### src/rtl/stack_alu_sequencer.sv
// Operand-stack sequencer: retires PUSH/POP/DUP in one cycle and runs binary ops
// through the external combinational ALU over a LOAD/EXEC/WB sequence.
module stack_alu_sequencer #(
  parameter int unsigned DEPTH = 8,
  parameter int unsigned SPW   = $clog2(DEPTH + 1)
) (
  input  logic           clk,
  input  logic           reset,
  input  logic           instr_valid,
  output logic           instr_ready,
  input  logic [1:0]     instr_kind,
  input  logic [2:0]     instr_op,
  input  logic [7:0]     instr_imm,
  output logic [7:0]     alu_a,
  output logic [7:0]     alu_b,
  output logic [2:0]     alu_op,
  input  logic [7:0]     alu_out,
  output logic [7:0]     top,
  output logic [SPW-1:0] depth,
  output logic           done,
  output logic           err_overflow,
  output logic           err_underflow,
  input  logic           err_clr
);
  localparam int unsigned AW = (DEPTH > 1) ? $clog2(DEPTH) : 1;

  localparam logic [1:0] K_PUSH = 2'd0;
  localparam logic [1:0] K_POP  = 2'd1;
  localparam logic [1:0] K_DUP  = 2'd3;

  typedef enum logic [1:0] {S_IDLE, S_LOAD, S_EXEC, S_WB} state_e;

  state_e         state_q, state_d;
  logic [7:0]     stack_q [DEPTH];
  logic [SPW-1:0] depth_q, depth_d;
  logic [2:0]     op_q, op_d;
  logic [7:0]     alu_a_q, alu_a_d;
  logic [7:0]     alu_b_q, alu_b_d;
  logic [2:0]     alu_op_q, alu_op_d;
  logic [7:0]     result_q, result_d;
  logic           ready_q;
  logic           done_q, done_d;
  logic           ovf_q, ovf_d;
  logic           unf_q, unf_d;
  logic           set_ovf, set_unf;
  logic           we;
  logic [AW-1:0]  waddr;
  logic [7:0]     wdata;
  logic [AW-1:0]  idx_top, idx_sec;
  logic           empty, full, has_two, accept;

  assign idx_top = AW'(depth_q - SPW'(1));
  assign idx_sec = AW'(depth_q - SPW'(2));
  assign empty   = (depth_q == '0);
  assign full    = (depth_q == SPW'(DEPTH));
  assign has_two = (depth_q >= SPW'(2));
  assign accept  = instr_valid && ready_q;

  // Next-state, stack write port and fault detection
  always_comb begin
    state_d  = state_q;
    depth_d  = depth_q;
    op_d     = op_q;
    alu_a_d  = alu_a_q;
    alu_b_d  = alu_b_q;
    alu_op_d = alu_op_q;
    result_d = result_q;
    done_d   = 1'b0;
    set_ovf  = 1'b0;
    set_unf  = 1'b0;
    we       = 1'b0;
    waddr    = AW'(depth_q);
    wdata    = instr_imm;

    unique case (state_q)
      S_IDLE: begin
        if (accept) begin
          done_d = 1'b1;
          unique case (instr_kind)
            K_PUSH: begin
              if (full) begin
                set_ovf = 1'b1;
              end else begin
                we      = 1'b1;
                depth_d = depth_q + SPW'(1);
              end
            end
            K_POP: begin
              if (empty) set_unf = 1'b1;
              else       depth_d = depth_q - SPW'(1);
            end
            K_DUP: begin
              if (empty) begin
                set_unf = 1'b1;
              end else if (full) begin
                set_ovf = 1'b1;
              end else begin
                we      = 1'b1;
                wdata   = stack_q[idx_top];
                depth_d = depth_q + SPW'(1);
              end
            end
            default: begin
              if (!has_two) begin
                set_unf = 1'b1;
              end else begin
                done_d  = 1'b0;
                op_d    = instr_op;
                state_d = S_LOAD;
              end
            end
          endcase
        end
      end
      S_LOAD: begin
        alu_a_d  = stack_q[idx_sec];
        alu_b_d  = stack_q[idx_top];
        alu_op_d = op_q;
        state_d  = S_EXEC;
      end
      S_EXEC: begin
        result_d = alu_out;
        state_d  = S_WB;
      end
      S_WB: begin
        we      = 1'b1;
        waddr   = idx_sec;
        wdata   = result_q;
        depth_d = depth_q - SPW'(1);
        done_d  = 1'b1;
        state_d = S_IDLE;
      end
      default: state_d = S_IDLE;
    endcase

    // A fault on the same edge as err_clr leaves the flag set
    ovf_d = set_ovf | (ovf_q & ~err_clr);
    unf_d = set_unf | (unf_q & ~err_clr);
  end

  always_ff @(posedge clk) begin
    if (reset) begin
      state_q  <= S_IDLE;
      depth_q  <= '0;
      op_q     <= 3'd0;
      alu_a_q  <= 8'h00;
      alu_b_q  <= 8'h00;
      alu_op_q <= 3'd0;
      result_q <= 8'h00;
      ready_q  <= 1'b1;
      done_q   <= 1'b0;
      ovf_q    <= 1'b0;
      unf_q    <= 1'b0;
    end else begin
      state_q  <= state_d;
      depth_q  <= depth_d;
      op_q     <= op_d;
      alu_a_q  <= alu_a_d;
      alu_b_q  <= alu_b_d;
      alu_op_q <= alu_op_d;
      result_q <= result_d;
      ready_q  <= (state_d == S_IDLE);
      done_q   <= done_d;
      ovf_q    <= ovf_d;
      unf_q    <= unf_d;
    end
  end

  // Stack storage has no reset; reset only suppresses a pending write-back
  always_ff @(posedge clk) begin
    if (!reset && we) stack_q[waddr] <= wdata;
  end

  assign top           = empty ? 8'h00 : stack_q[idx_top];
  assign depth         = depth_q;
  assign instr_ready   = ready_q;
  assign done          = done_q;
  assign alu_a         = alu_a_q;
  assign alu_b         = alu_b_q;
  assign alu_op        = alu_op_q;
  assign err_overflow  = ovf_q;
  assign err_underflow = unf_q;

endmodule

### config.mk
export PLATFORM = sky130hd
export DESIGN_NAME = stack_alu_sequencer
export DESIGN_NICKNAME = d
export VERILOG_FILES = /design/src/rtl/stack_alu_sequencer.sv
export SDC_FILE = /design/constraint.sdc
export NUM_CORES = 1
export LEC_CHECK = 0
export BUFFER_PORTS_ARGS = -buffer_cell sky130_fd_sc_hd__buf_2
export CAP_MARGIN = 0
export CELL_PAD_IN_SITES_DETAIL_PLACEMENT = 0
export CELL_PAD_IN_SITES_GLOBAL_PLACEMENT = 1
export CORE_MARGIN = 8
export CORE_UTILIZATION = 30
export DETAILED_ROUTE_END_ITERATION = 6
export PLACE_DENSITY_LB_ADDON = 0.1
export SYNTH_ARGS = -nofsm -noshare
export SYNTH_HDL_FRONTEND = slang
export SYNTH_SLANG_ARGS = --single-unit
### constraint.sdc
create_clock -name clk -period 4.97 [get_ports clk]
set_clock_uncertainty 0.15 [all_clocks]
set_input_delay 0.2485 -clock clk [delete_from_list [all_inputs] [get_ports clk]]
set_output_delay 0.2485 -clock clk [all_outputs]
set_load 0.02 [all_outputs]
==> Yosys cells after proc, flatten, opt, wreduce, memory -nomap -nowiden <==
Memories as Yosys holds them, arrays and structs flattened. A register that Yosys moved wholly into a read port is not among the register bits.
Cells that the tools add are included.
{ "totals": {"register_bits": 32, "mem_bits_rw": 64, "input_bits": 25, "out_inout_bits": 35, "word_cells": 80, "mem_count": 1} }
{ "memory_table": {"columns": ["name", "words", "width", "read_ports", "rd_ports_with_merged_regs", "write_ports", "line_no", "source"], "rows": [
  ["stack_q", 8, 8, 2, 1, 1, "34", "logic [7:0] stack_q [DEPTH];"]
]} }
{ "classes": {"n_addsub": 3, "n_lt_le_gt_ge": 1, "n_eq_ne": 10, "n_mux": 37, "n_bitwise": 6, "reduce_logical": 12} }
{ "ops": {"columns": ["op", "n"], "rows": [
  ["two-way mux 8 bit", 5],
  ["two-way mux 4 bit", 4],
  ["one-hot mux 8 bit (2 select lines)", 1],
  ["two-way mux 1 bit", 15],
  ["one-hot mux 4 bit (3 select lines)", 1],
  ["one-hot mux 1 bit (2 select lines)", 5],
  ["one-hot mux 2 bit (4 select lines)", 1],
  ["one-hot mux 4 bit (2 select lines)", 1],
  ["equality test 2 bit (second input constant)", 3],
  ["logical NOT 2 bit", 3],
  ["two-way mux 2 bit", 3],
  ["inequality test 3 bit (second input constant)", 2],
  ["AND reduction 5 bit", 1],
  ["adder 4 x 1 -> 4 bit (second input constant)", 1],
  ["equality test 2 x 1 -> 1 bit (second input constant)", 2],
  ["equality test 4 bit (second input constant)", 1],
  ["greater-or-equal comparator 4 x 2 -> 1 bit (second input constant)", 1],
  ["logical NOT 4 bit", 1],
  ["inequality test 4 x 1 -> 1 bit (second input constant)", 1],
  ["AND reduction 4 bit", 1],
  ["subtractor 4 x 1 -> 4 bit (second input constant)", 1],
  ["two-way mux 3 bit", 1],
  ["OR reduction 3 bit", 1],
  ["subtractor 3 x 2 -> 3 bit (second input constant)", 1],
  ["8 further kinds", 12]
]} }

==> Logic depth before layout (Yosys ltp) <==
{ "depth": {"depth_word": 9, "depth_mapped": 11, "depth_no_buf": 6} }

==> Least setup slack after synthesis <==
No wires, ideal clock.
{ "synth_timing": {"path_type": "flip-flop to flip-flop", "from": "reg depth_q[0], in the netlist depth[0]", "to": "mem stack_q[6][0] (enable)", "setup_time_ns": 0.398, "arrival_ns": 3.139, "required_ns": 4.422, "slack_ns": 1.283, "stages_incl_launch_ff": 10, "n_path_buf": 3, "synth_period_minus_slack_ns": 3.687, "cell_sequence": "dfxtp_1 -> buf_2 -> buf_1 -> clkbuf_1 -> inv_1 -> ha_1 -> nand2b_1 -> a21o_1 -> a31oi_2 -> nor4b_1"} }
{ "synth_between": {"elab_chain_len": 9, "elab_cells_between_ends": 12, "cone_classes": "1 x add/sub; 1 x eq/ne; 8 x mux; 2 x reduce/logical"} }
{ "synth_rtl": {"columns": ["element", "line_no", "source"], "rows": [
  ["start: declaration", "35", "logic [SPW-1:0] depth_q, depth_d;"],
  ["start signal: assignment", "156", "depth_q <= depth_d;"],
  ["equality test 4 bit", "55", "assign full = (depth_q == SPW'(DEPTH));"],
  ["two-way mux 1 bit", "81, 95", null],
  ["two-way mux 1 bit", "93", "if (empty) begin"],
  ["one-hot mux 1 bit (2 select lines)", "79", "unique case (instr_kind)"],
  ["two-way mux 1 bit", "77", "if (accept) begin"],
  ["one-hot mux 1 bit (2 select lines)", "75", "unique case (state_q)"],
  ["logical AND 1 bit", "171", "if (!reset && we) stack_q[waddr] <= wdata;"],
  ["two-way mux 1 bit", "171", null],
  ["two-way mux 1 bit (not written as such)", "171", null],
  ["end: declaration", "34", null]
]} }
Parallel ways exist; a longest one is shown, timed or not.

==> Worst setup path after layout <==
{ "layout_timing": {"from": "reg depth_q[0], in the netlist depth[0]", "to": "out top[6]"} }
{ "layout_between": {"elab_chain_len": 3, "elab_cells_between_ends": 4, "cone_classes": "1 x add/sub; 1 x mux; 1 x reduce/logical; 1 x memory"} }
{ "layout_rtl": {"columns": ["element", "line_no", "source"], "rows": [
  ["subtractor 4 x 1 -> 4 bit", null, null],
  ["memory (8 x 8 bit)", null, null],
  ["two-way mux 8 bit (*)", "174", "assign top = empty ? 8'h00 : stack_q[idx_top];"],
  ["end: declaration", "18", "output logic [7:0] top,"]
]} }
Mark *: on every way between the ends. The rest lies on a longest branch, timed or not.

==> flow_summary.json <==
{
  "critical_path_peak_fanout": 9,
  "dieArea_um2": 21100,
  "clock_latency_ns": 0.34,
  "power.switching_fraction": 0.392,
  "finalMaxSlewViolations": 0,
  "cpMaxStageDelayCell": "ha_1",
  "max_stage_delay_ns": 0.68,
  "timing.setup.tns_ns": 0,
  "synth_largest_area_cell": "edfxtp_1",
  "end_kind": "primary output",
  "finalWirelength_um": 14400,
  "global_route.usage.total": 0.136,
  "area_growth_pct": 20.0,
  "timing.critical_path.arrival_ns": 2.86,
  "finalWorstPathRequiredPeriod_ns": 3.26,
  "layoutNonFillerInstCount": 668,
  "routedWlPerCell_um": 21.5,
  "setup_repair_after_global_routing_missed_its_margin": "no",
  "ys_types": 49,
  "status": "finished clean",
  "dieWidth_um": 145,
  "i_o_pin_total": 60,
  "critical_path.reg2reg.endpoint": "stack_q[6][4]",
  "timing.hold.worst.class": "input pin to flop",
  "synth_fp_nets": 416,
  "asr_flop_ratio_synth": 0,
  "maxSlewHeadroom": 0.394,
  "cts_sinks": 104,
  "termination_of_the_worst_setup_path": "top[6]",
  "cts.path.max_buffers": 2,
  "total_leakage_power_uw": 0.00218,
  "synth_top_area_share": 0.384,
  "post_cts_buffers": 0,
  "max_cap_violations": 0,
  "avgSynthCellArea_um2": 13.3,
  "predominant_post_synthesis_flop_cell": "edfxtp_1",
  "layout_cell_share_with_drive_strength_beyond_1": 0.279,
  "setup.worst_path.class": "flop to primary output",
  "clock_power_share": 0.212,
  "synth_seq_area_share": 0.544,
  "diodes": 0,
  "seq_power_share": 0.335,
  "cts_tree": "done",
  "drc_errors": 0,
  "worst_r2r_startpoint": "depth[0]",
  "htree_num_levels": 3,
  "num_vias": 3377,
  "switchingPower_uw": 1360,
  "comb_power_share": 0.453,
  "r2r_cells": 7,
  "vdd_drop_max_v": 0.000183,
  "final_hold_viol_count": 0,
  "synth.yosys.warnings": 0,
  "post_drt_via_cell_ratio": 5.06,
  "port_buffers": 59,
  "placedCellCount": 641,
  "fmax_mhz": 307,
  "finalWeightedCongestion": 0.773,
  "drt.antenna.violating_nets": 0,
  "synth.ff_latch_count": 104,
  "setup-violations-final": 0,
  "vias_in_the_first_global_route": 3349,
  "dieHeight_um": 145,
  "grt_overflow_total": 0,
  "cell_internal_pwr_uw": 2110,
  "grt_pass1_wl_um": 21900,
  "detailed_place_hpwl_um": 9640,
  "clock_tree.root_cell": "clkbuf_16",
  "critical_path.cell_chain": "inv_1, ha_1, buf_4, mux4_2, mux2i_1, nor2_1, buf_2",
  "rrSetupSlack_ns": 1.79,
  "final_cycle_share": 0.655,
  "first_iter_violations": 256,
  "final_core_utilization": 0.365,
  "worstMarginPinSlew_ns": 0.907,
  "postSynthCellCount": 375,
  "post_synth_instance_area_um2": 5000,
  "grt_start_max_net_pins": 46,
  "clkTransAtPathRegs_ns": 0.06,
  "detail_route.first_pass.iterations": 5,
  "final_nets": 484,
  "placementRows": 47,
  "critical_path.startpoint": "depth[0]",
  "post_synth_main_area_contributors": "edfxtp_1, dfxtp_1, mux4_2",
  "required_ns": 4.57,
  "setup.worst_path.start_class": "flop",
  "numCtsBuffers": 9,
  "total_power_uw": 3470,
  "coreArea_um2": 16500,
  "initial_utilization": 0.304,
  "powerDensity_nw_per_um2": 578,
  "synth_edf_count": 64,
  "grt_antenna_before_repair": 0
}
-- repair_timing --
action,CTS,global route
gates resized for setup,0,0
hold buffers,11,0
endpoints found under the setup margin,0,0
endpoints found under the hold margin,11,0
-- sequential cells by signal, indices dropped and copies added, names as in the netlist --
register / flops
stack_q: 64
result_q: 8
err_overflow: 1
alu_b: 8
err_underflow: 1
alu_op: 3
depth: 4
done: 1
instr_ready: 1
state_q: 2
alu_a: 8
op_q: 3
-- worst max-delay path: cells and delay by family (launching register included) --
family | cells | cell delay [ns]
fa+ha+maj | 1 | 0.68
flops | 1 | 0.33
buf+inv | 3 | 0.61
mux | 2 | 0.77
simple gates | 1 | 0.13
-- cells by family after synthesis --
| group | after synthesis | share of synthesized area |
|---|---|---|
| XOR/XNOR | 2 | 0.00725 |
| adder cells (fa/ha/maj) | 16 | 0.0400 |
| AND/OR/NAND/NOR | 112 | 0.107 |
| AO/OA/AOI/OAI | 50 | 0.0770 |
| buffers and inverters | 35 | 0.0312 |
| flip-flops | 104 | 0.544 |
| multiplexers | 56 | 0.194 |
-- worst min-delay path by stage --
stage                   from             to  slack (ns)  cells after the start
2_1_floorplan          reset     state_q[1]        0.18                      1
3_3_place_gp   err_underflow  err_underflow        0.29                      2
3_5_place_dp   err_underflow  err_underflow        0.30                      2
4_1_cts              err_clr  err_underflow        0.02                      4
5_1_grt              err_clr  err_underflow        0.05                      4
6_report             err_clr  err_underflow        0.03                      4
-- per-stage QoR --
stage	hold WS (ns)	setup WS, ns	instance area [µm²]
floorplan	0.182	1.28	5000
global placement	0.289	1.84	5590
detailed placement	0.300	1.74	5590
CTS	0.0222	1.62	6010
global route	0.0513	1.50	6010
finish	0.0350	1.71	6010
-- cell usage after synthesis, types with 2 or more instances --
master,instances
nand3_1,2
nor2_1,55
mux4_1,2
ha_1,16
nor2b_1,2
dfxtp_1,40
buf_1,3
or3b_2,2
buf_6,2
buf_2,5
a311oi_1,9
or4_1,2
nand2b_1,2
edfxtp_1,64
mux2i_1,24
o21ai_0,7
a21oi_1,6
o21a_1,2
a21o_1,2
clkbuf_1,15
a221o_1,8
nand3b_1,2
mux4_2,30
or3_1,3
nor3_1,5
nand2_1,24
a211oi_1,8
inv_1,9
nor4b_1,3
and2_1,2
-- power by group through the flow --
| stage | sequential (µW) | clock, µW | combinational [µW] |
|---|---|---|---|
| floorplan | 1250 | 0 | 1020 |
| global placement | 1180 | 0 | 1590 |
| detailed placement | 1180 | 0 | 1590 |
| CTS | 1160 | 757 | 1600 |
| global route | 1180 | 789 | 1710 |
| finish | 1160 | 734 | 1570 |
-- layer usage --
metal | wire length, µm | up-vias | track usage
met1 | 6810 | 1682 | 0.191
met3 | 789 | 11 | 0.0280
met4 | 149 | 0 | 0.0406
li1 | - | 1573 | -
met5 | 0 | - | 0
met2 | 6620 | 111 | 0.208
-- placed cells by master (no fill, tap or decap), drive strengths merged, types with 3 or more instances in the layout --
| cell | count |
|---|---|
| a211oi | 8 |
| a21oi | 6 |
| a221o | 8 |
| a311oi | 9 |
| buf | 72 |
| clkbuf | 13 |
| dfxtp | 40 |
| dlygate4sd3 | 11 |
| edfxtp | 64 |
| ha | 16 |
| inv | 10 |
| mux2i | 24 |
| mux4 | 32 |
| nand2 | 24 |
| nor2 | 55 |
| nor3 | 5 |
| nor4b | 3 |
| o21ai | 7 |
| or3 | 3 |
-- area by class of cell --
class | instances | area [µm²]
Fill cell | 1597 | 10500
Sequential cell | 104 | 2720
Multi-Input combinational cell | 236 | 2160
Timing Repair Buffer | 83 | 503
Tap cell | 220 | 275
Clock buffer | 13 | 262
Clock inverter | 3 | 47.5
Inverter | 9 | 33.8
Power figures use the tool's default switching activity.
